**src/rtl/ddr_ctrl_pkg.sv**
```systemverilog
// Shared definitions for the ddr_controller front-end: command encodings,
// arbiter state enum and the round-robin pick helper.
package ddr_ctrl_pkg;

  localparam logic [2:0] C_READ    = 3'b000;
  localparam logic [2:0] C_WRITE   = 3'b001;
  localparam logic [2:0] C_REFRESH = 3'b010;
  localparam logic [2:0] C_NOP     = 3'b100;

  // Widest requester vector rr_pick handles; callers zero-extend narrower ones.
  localparam int unsigned MaxReq = 8;

  typedef enum logic [2:0] {
    StIdle,
    StIssue,
    StSettle,
    StData,
    StDrain,
    StRef
  } arb_state_e;

  // Next one-hot grant: first set request bit searching upward from last+1,
  // wrapping modulo n_req. Returns all zeros when nothing is requested.
  function automatic logic [MaxReq-1:0] rr_pick(input logic [MaxReq-1:0] req,
                                                input logic [2:0]        last,
                                                input int unsigned       n_req);
    logic [MaxReq-1:0] gnt;
    logic [2:0]        idx;
    logic              found;
    gnt   = '0;
    found = 1'b0;
    for (int unsigned i = 1; i <= MaxReq; i++) begin
      idx = 3'((32'(last) + i) % n_req);
      if ((i <= n_req) && !found && req[idx]) begin
        gnt[idx] = 1'b1;
        found    = 1'b1;
      end
    end
    return gnt;
  endfunction

endpackage

```
**src/rtl/ddr_refresh_timer.sv**
```systemverilog
// Auto-refresh interval timer: free-running down-counter that raises a
// sticky refresh request every REF_INTERVAL cycles until acknowledged.
module ddr_refresh_timer #(
  parameter int unsigned REF_INTERVAL = 780
) (
  input  logic clk,
  input  logic rst_n,
  input  logic ref_ack,
  output logic ref_pending
);

  localparam int unsigned     CntW   = (REF_INTERVAL > 1) ? $clog2(REF_INTERVAL) : 1;
  localparam logic [CntW-1:0] Reload = CntW'(REF_INTERVAL - 1);

  logic [CntW-1:0] r_cnt;
  logic [CntW-1:0] w_cnt_d;
  logic            r_pending;
  logic            w_pending_d;
  logic            w_expire;

  // Count down, reload on zero; an expiry while pending simply keeps it set
  always_comb begin
    w_expire    = (r_cnt == '0);
    w_cnt_d     = w_expire ? Reload : (r_cnt - CntW'(1));
    w_pending_d = w_expire | (r_pending & ~ref_ack);
  end

  // Counter and pending flag registers
  always_ff @(posedge clk or negedge rst_n) begin
    if (!rst_n) begin
      r_cnt     <= Reload;
      r_pending <= 1'b0;
    end else begin
      r_cnt     <= w_cnt_d;
      r_pending <= w_pending_d;
    end
  end

  assign ref_pending = r_pending;

endmodule

```
**src/rtl/ddr_port_arbiter.sv**
```systemverilog
// Round-robin arbiter sharing ddr_controller's command port among N_REQ
// masters, steering burst data to/from the granted master and slotting in
// periodic auto-refresh between transactions.
module ddr_port_arbiter
  import ddr_ctrl_pkg::*;
#(
  parameter int unsigned N_REQ        = 4,
  parameter int unsigned BURST_LEN    = 4,
  parameter int unsigned REF_INTERVAL = 780
) (
  input  logic                 clk,
  input  logic                 rst_n,
  input  logic [N_REQ-1:0]     m_req,
  input  logic [N_REQ-1:0]     m_we,
  input  logic [N_REQ*32-1:0]  m_addr,
  input  logic [N_REQ*32-1:0]  m_wdata,
  input  logic [N_REQ*4-1:0]   m_dmsel,
  output logic [N_REQ-1:0]     m_gnt,
  output logic [N_REQ-1:0]     m_wack,
  output logic [N_REQ-1:0]     m_rvalid,
  output logic [31:0]          m_rdata,
  output logic [N_REQ-1:0]     m_done,
  output logic [2:0]           icmd,
  output logic [31:0]          iaddr,
  output logic [31:0]          data_in,
  output logic [3:0]           dmsel,
  input  logic                 busy,
  input  logic [31:0]          dataout,
  input  logic                 dataout_valid,
  input  logic                 datain_valid
);

  localparam int unsigned      BeatW    = $clog2(BURST_LEN + 1);
  localparam logic [BeatW-1:0] LastBeat = BeatW'(BURST_LEN - 1);

  arb_state_e       r_state, w_state_d;
  logic [2:0]       r_icmd, w_icmd_d;
  logic [31:0]      r_iaddr, w_iaddr_d;
  logic [3:0]       r_dmsel, w_dmsel_d;
  logic [N_REQ-1:0] r_gnt, w_gnt_d;
  logic [N_REQ-1:0] r_done, w_done_d;
  logic [2:0]       r_last, w_last_d;
  logic             r_dir, w_dir_d;
  logic [BeatW-1:0] r_beat, w_beat_d;
  logic [1:0]       r_ref_step, w_ref_step_d;

  logic              w_ref_pending;
  logic              w_ref_ack;
  logic [MaxReq-1:0] w_req_ext;
  logic [MaxReq-1:0] w_pick;
  logic              w_pick_any;
  logic [2:0]        w_pick_idx;
  logic [31:0]       w_pick_addr;
  logic              w_pick_we;
  logic [3:0]        w_pick_dmsel;
  logic [31:0]       w_gnt_wdata;
  logic              w_in_data;
  logic              w_wr_beat;
  logic              w_rd_beat;
  logic              w_last_beat;

  ddr_refresh_timer #(
    .REF_INTERVAL(REF_INTERVAL)
  ) u_ref_timer (
    .clk        (clk),
    .rst_n      (rst_n),
    .ref_ack    (w_ref_ack),
    .ref_pending(w_ref_pending)
  );

  // Round-robin winner. The requester currently seeing m_done still holds
  // m_req this cycle, so it is masked to avoid an unwanted re-grant.
  always_comb begin
    w_req_ext              = '0;
    w_req_ext[N_REQ-1:0]   = m_req & ~r_done;
    w_pick                 = rr_pick(w_req_ext, r_last, N_REQ);
    w_pick_any             = |w_pick;
    w_pick_idx             = '0;
    w_pick_addr            = '0;
    w_pick_we              = 1'b0;
    w_pick_dmsel           = '0;
    for (int unsigned i = 0; i < N_REQ; i++) begin
      if (w_pick[i]) begin
        w_pick_idx   = 3'(i);
        w_pick_addr  = m_addr[32*i +: 32];
        w_pick_we    = m_we[i];
        w_pick_dmsel = m_dmsel[4*i +: 4];
      end
    end
  end

  // Write data mux from the granted requester; zero when nothing is granted
  always_comb begin
    w_gnt_wdata = '0;
    for (int unsigned i = 0; i < N_REQ; i++) begin
      if (r_gnt[i]) w_gnt_wdata = m_wdata[32*i +: 32];
    end
  end

  // Beat strobes: only in DATA and only for the transaction's direction
  always_comb begin
    w_in_data   = (r_state == StData);
    w_wr_beat   = w_in_data & r_dir & datain_valid;
    w_rd_beat   = w_in_data & ~r_dir & dataout_valid;
    w_last_beat = (w_wr_beat | w_rd_beat) & (r_beat == LastBeat);
  end

  // State and registered outputs
  always_ff @(posedge clk or negedge rst_n) begin
    if (!rst_n) begin
      r_state    <= StIdle;
      r_icmd     <= C_NOP;
      r_iaddr    <= '0;
      r_dmsel    <= '0;
      r_gnt      <= '0;
      r_done     <= '0;
      r_last     <= 3'(N_REQ - 1);
      r_dir      <= 1'b0;
      r_beat     <= '0;
      r_ref_step <= '0;
    end else begin
      r_state    <= w_state_d;
      r_icmd     <= w_icmd_d;
      r_iaddr    <= w_iaddr_d;
      r_dmsel    <= w_dmsel_d;
      r_gnt      <= w_gnt_d;
      r_done     <= w_done_d;
      r_last     <= w_last_d;
      r_dir      <= w_dir_d;
      r_beat     <= w_beat_d;
      r_ref_step <= w_ref_step_d;
    end
  end

  // Next-state: refresh wins in IDLE; transactions always run to completion
  always_comb begin
    w_state_d = r_state;
    unique case (r_state)
      StIdle: begin
        if (!busy) begin
          if (w_ref_pending)   w_state_d = StRef;
          else if (w_pick_any) w_state_d = StIssue;
        end
      end
      StIssue:  w_state_d = StSettle;
      StSettle: w_state_d = StData;
      StData: begin
        if (w_last_beat) w_state_d = StDrain;
      end
      StDrain: begin
        if (!busy) w_state_d = StIdle;
      end
      StRef: begin
        if ((r_ref_step == 2'd2) && !busy) w_state_d = StIdle;
      end
      default: w_state_d = StIdle;
    endcase
  end

  // Next values of registered outputs; icmd is loaded on the transition so
  // it is valid for exactly the cycle spent in ISSUE (or the first REF cycle)
  always_comb begin
    w_icmd_d     = C_NOP;
    w_iaddr_d    = r_iaddr;
    w_dmsel_d    = r_dmsel;
    w_gnt_d      = r_gnt;
    w_done_d     = '0;
    w_last_d     = r_last;
    w_dir_d      = r_dir;
    w_beat_d     = r_beat;
    w_ref_step_d = r_ref_step;
    w_ref_ack    = 1'b0;
    unique case (r_state)
      StIdle: begin
        if (!busy) begin
          if (w_ref_pending) begin
            w_icmd_d     = C_REFRESH;
            w_ref_step_d = 2'd0;
          end else if (w_pick_any) begin
            w_gnt_d   = w_pick[N_REQ-1:0];
            w_last_d  = w_pick_idx;
            w_iaddr_d = w_pick_addr;
            w_dir_d   = w_pick_we;
            w_dmsel_d = w_pick_dmsel;
            w_icmd_d  = w_pick_we ? C_WRITE : C_READ;
          end
        end
      end
      StData: begin
        if (w_wr_beat | w_rd_beat) w_beat_d = r_beat + BeatW'(1);
      end
      StDrain: begin
        if (!busy) begin
          w_done_d = r_gnt;
          w_gnt_d  = '0;
          w_beat_d = '0;
        end
      end
      StRef: begin
        // Step 0 = REFRESH cycle, step 1 = NOP cycle, step 2 = wait for idle
        if (r_ref_step != 2'd2) begin
          w_ref_step_d = r_ref_step + 2'd1;
        end else if (!busy) begin
          w_ref_ack = 1'b1;
        end
      end
      default: begin
      end
    endcase
  end

  assign icmd     = r_icmd;
  assign iaddr    = r_iaddr;
  assign dmsel    = r_dmsel;
  assign m_gnt    = r_gnt;
  assign m_done   = r_done;
  assign data_in  = w_gnt_wdata;
  assign m_wack   = w_wr_beat ? r_gnt : '0;
  assign m_rvalid = w_rd_beat ? r_gnt : '0;
  assign m_rdata  = dataout;

endmodule
```
**config.mk**
```make
export PLATFORM = sky130hd
export DESIGN_NAME = ddr_port_arbiter
export DESIGN_NICKNAME = d
export VERILOG_FILES = /design/src/rtl/ddr_ctrl_pkg.sv /design/src/rtl/ddr_refresh_timer.sv /design/src/rtl/ddr_port_arbiter.sv
export SDC_FILE = /design/constraint.sdc
export NUM_CORES = 1
export LEC_CHECK = 0
export BUFFER_PORTS_ARGS = -buffer_cell sky130_fd_sc_hd__buf_4
export CAP_MARGIN = 30
export CELL_PAD_IN_SITES_DETAIL_PLACEMENT = 0
export CELL_PAD_IN_SITES_GLOBAL_PLACEMENT = 1
export CORE_AREA = 2 2 171 173
export CTS_CLUSTER_SIZE = 28
export DETAILED_ROUTE_END_ITERATION = 10
export DIE_AREA = 0 0 173 175
export PLACE_DENSITY_LB_ADDON = 0.1
export SYNTH_ARGS = -nofsm -noshare
export SYNTH_HDL_FRONTEND = slang
export SYNTH_SLANG_ARGS = --single-unit
export TNS_END_PERCENT = 100
```
**constraint.sdc**
```tcl
create_clock -name clk -period 4.7 [get_ports clk]
set_input_delay 0.47 -clock clk [delete_from_list [all_inputs] [get_ports clk]]
set_output_delay 0.47 -clock clk [all_outputs]
set_load 0.03 [all_outputs]
```
==> out/metrics.csv <==
stage,metric,value,unit
place,"Cell Area, Placed",8360,um2
sta,Slew @ Worst Pin,1.09,ns
sta,Worst Skew,0.0136,ns
routing,Final ANT Viol Nets,0,
power,total power,3120,uW
power,Peak VDD IR,148,uV
worst_setup_path,Critical-path top delay cell,or4b_2,
die,Core Area,28400,um2
die,Die H,175,um
synthesis,syn_area_per_cell,7.64,um2
routing,initial DRC count,303,
worst_setup_path,Critical Path Sink,iaddr[13],
worst_setup_path,worst r2r src,r_last[0],
finish,Layout Nets,1337,
status,status,completed,
global_routing,met1 Resource Use GR,20.8,%
worst_setup_path,crit end category,register,
worst_setup_path,reg2reg path depth,8,
finish,Post-Layout Cell Count,1401,
worst_setup_path,CP Buf/Inv Count,1,
worst_setup_path,"critical path fanouts, max",37,
synthesis,Synth Cell Area,5420,um2
synthesis,Main synth FF type,dfrtp_1,
place,Post-Place Cells,1383,
die,chip width,173,um
power,Leakage,0.00408,uW
power,power density over cell area,358,nW/um2
clock_tree,Post-CTS Setup Bufs,0,
global_routing,first-pass GRT wire length,40.5,mm
synthesis,ys async rst share,100,%
synthesis,post-synthesis net count,1035,
worst_setup_path,critical-path cell list,inv_1 -> ha_1 -> mux4_2 -> a221o_1 -> a221o_2 -> or4b_2 -> and2_4 -> a31oi_1,
synthesis,"Distinct cells, synth",55,
hold_path,HP Class,input pin to register,
place,hpwl dp,20.5,mm
worst_setup_path,Top delay family on crit path,simple AND/OR/NAND/NOR gates,
worst_setup_path,crit path from,r_last[0],
routing,DRT Pass-1 Iters,5,
routing,post-DR wirelength/cell,19.2,um
finish,ANT cells,0,
routing,residual DRC count,0,
synthesis,register area share after synthesis,32.0,%
sta,Tmin final,4.01,ns
worst_setup_path,"slowest stage delay, CP",0.90,ns
global_routing,global route total overflow,0,
global_routing,vias in the first global route,6513,
sta,RSZ-0062 raised after global routing,no,
worst_setup_path,r2r endpoint,iaddr[13],
clock_tree,worst skew pair latency,0.34,ns
clock_tree,clock root buffer,clkbuf_16,
worst_setup_path,R2R setup slack,0.69,ns
finish,fraction of layout cells with a size suffix above 1,42.9,%
worst_setup_path,CP Depth,8,
place,GPL Wtd Cong,0.776,
die,die area,30300,um2
finish,FILL cells,3189,
clock_tree,CTS tree,built,
place,IO buf count,371,
sta,fmax,249,MHz
routing,final WL,26.9,mm
global_routing,met3 usage,6.03,%
die,# rows,62,
clock_tree,CTS H-tree lvls,3,
routing,routed vias,6386,
global_routing,largest net degree at the start of global routing,70,
worst_setup_path,Setup CP Type,register to register,
die,initial core utilization,19.1,%
sta,setup TNS,0,ns
die,Ports,436,
synthesis,Yosys reg bits,69,
synthesis,synth warn,0,
worst_setup_path,critical path arrival,4.27,ns
sta,Slew Limit Fails,0,
clock_tree,CTS Sinks,69,
clock_tree,"CTS clk-pin slew, worst paths",0.06,ns
sta,final period utilization,85.3,%
finish,synthesis-to-finish area growth,61.0,%
global_routing,GRT Overall Usage,17.2,%
clock_tree,CTS Buffer Depth,2,
finish,cell area after layout,8730,um2
routing,via density per instance,4.56,
sta,endpoints failing setup,0,
sta,Rel. slew slack,27.3,%
synthesis,"EDFF count, synth",0,
global_routing,antenna violations before repair,0,
sta,final hold viol count,0,
worst_setup_path,CP startpoint kind,register,
worst_setup_path,critical path required time,4.96,ns
synthesis,Cells after Synth,710,
run,Max Cap Viol,0,
global_routing,gr busiest metal,met2,
clock_tree,TritonCTS Buffers,9,
global_routing,met2 Use GR,29.5,%
==> tightest hold or removal path: stages <==
cell	delay, ns
buf_4	0.11
nand2_1	0.04
a31oi_1	0.07
==> where the power goes <==
| part | leakage, uW | switching, uW | internal (uW) |
|---|---|---|---|
| registers | 0.000885 | 128 | 652 |
| clock network | 0.000159 | 285 | 483 |
| logic | 0.00303 | 936 | 638 |
==> repair_timing <==
| item | CTS | global route |
|---|---|---|
| gates resized for setup | 0 | 0 |
| hold buffers | 0 | 1 |
| endpoints found under the hold margin | 0 | 2 |
==> layer usage <==
metal	up-vias	wire length, um
met2	258	13400
met3	14	2040
met4	0	238
met1	2923	11200
li1	3191	-
met5	-	0
==> how the worst min path moves through the flow <==
stage / from / endpoint / depth (start not counted)
after CTS: rst_n / u_ref_timer.r_cnt[5] / 1
after detailed placement: u_ref_timer.r_cnt[0] / u_ref_timer.r_cnt[0] / 1
after global routing: m_addr[19] / iaddr[19] / 3
final: m_addr[19] / iaddr[19] / 3
after global placement: u_ref_timer.r_cnt[0] / u_ref_timer.r_cnt[0] / 1
after floorplan: rst_n / dmsel[0] / 0
==> registers in the layout, summed over array words and instances (netlist names) <==
name and cells:
m_done 4, r_last 2, icmd 3, iaddr 32, m_gnt 4, r_ref_step 2, r_dir 1, u_ref_timer.ref_pending 1
u_ref_timer.r_cnt 10, dmsel 4, r_state 3, r_beat 3
==> area by class of cell <==
type,instances,area [um2],area share [%]
tap,384,480,5.50
inverter,8,30.0,0.344
multi-input combinational,534,3190,36.5
clock buffer,10,239,2.74
timing repair buffer,390,2960,33.9
clock inverter,6,93.8,1.07
sequential,69,1740,19.9
==> cell families after synthesis <==
logic type	Yosys count	share of synthesized area (%)
adder cells (fa/ha/maj)	8	1.85
XOR/XNOR	5	0.808
multiplexers	4	1.22
flip-flops	69	32.0
AO/OA/AOI/OAI	286	33.4
AND/OR/NAND/NOR	231	20.4
buffers and inverters	107	10.3
==> placed cells by master, fill, tap and decap left out, types with 3 or more instances in the layout <==
cell type,Yosys,layout
nor4_1,3,3
a31oi_1,35,35
a311o_1,3,3
dfrtp_1,61,59
o2bb2ai_1,36,36
nor2_1,46,46
o21ai_0,37,37
nand4_1,4,4
xnor2_1,3,3
a21oi_1,113,113
a22oi_1,33,33
ha_1,8,8
nor3_1,8,7
a2111oi_0,3,3
and2_1,12,12
inv_1,7,7
or2_2,3,3
nand2b_1,5,5
clkbuf_16,0,9
nand2_1,82,82
and3_1,10,10
o21ai_1,3,3
a221o_1,7,4
or3_1,3,3
dfstp_2,8,8
buf_4,32,386
nand3_1,37,37
a221o_2,0,3
nor2b_1,6,5
==> through the flow <==
step	hold slack, ns	utilization [%]	setup WS, ns
floorplan	0.174	-	1.09
global placement	0.439	29.4	0.741
detailed placement	0.437	29.4	0.681
CTS	0.305	30.6	0.683
global route	0.377	30.7	0.484
finish	0.384	30.7	0.690
==> cell usage after synthesis (6+ instances only) <==
library cell,n,share of area [%]
buf_4,32,4.4
nor2b_1,6,0.69
o2bb2ai_1,36,5.8
a22oi_1,33,4.6
ha_1,8,1.8
inv_1,7,0.48
a221o_1,7,1.3
and3_1,10,1.2
and2_1,12,1.4
clkbuf_1,57,3.9
nand2_1,82,5.7
nor2_1,46,3.2
nor3_1,8,0.74
nand3_1,37,3.4
o21ai_0,37,3.4
a21oi_1,113,10
dfstp_2,8,3.9
a31oi_1,35,4.0
dfrtp_1,61,28
Power figures use the tool's default switching activity.
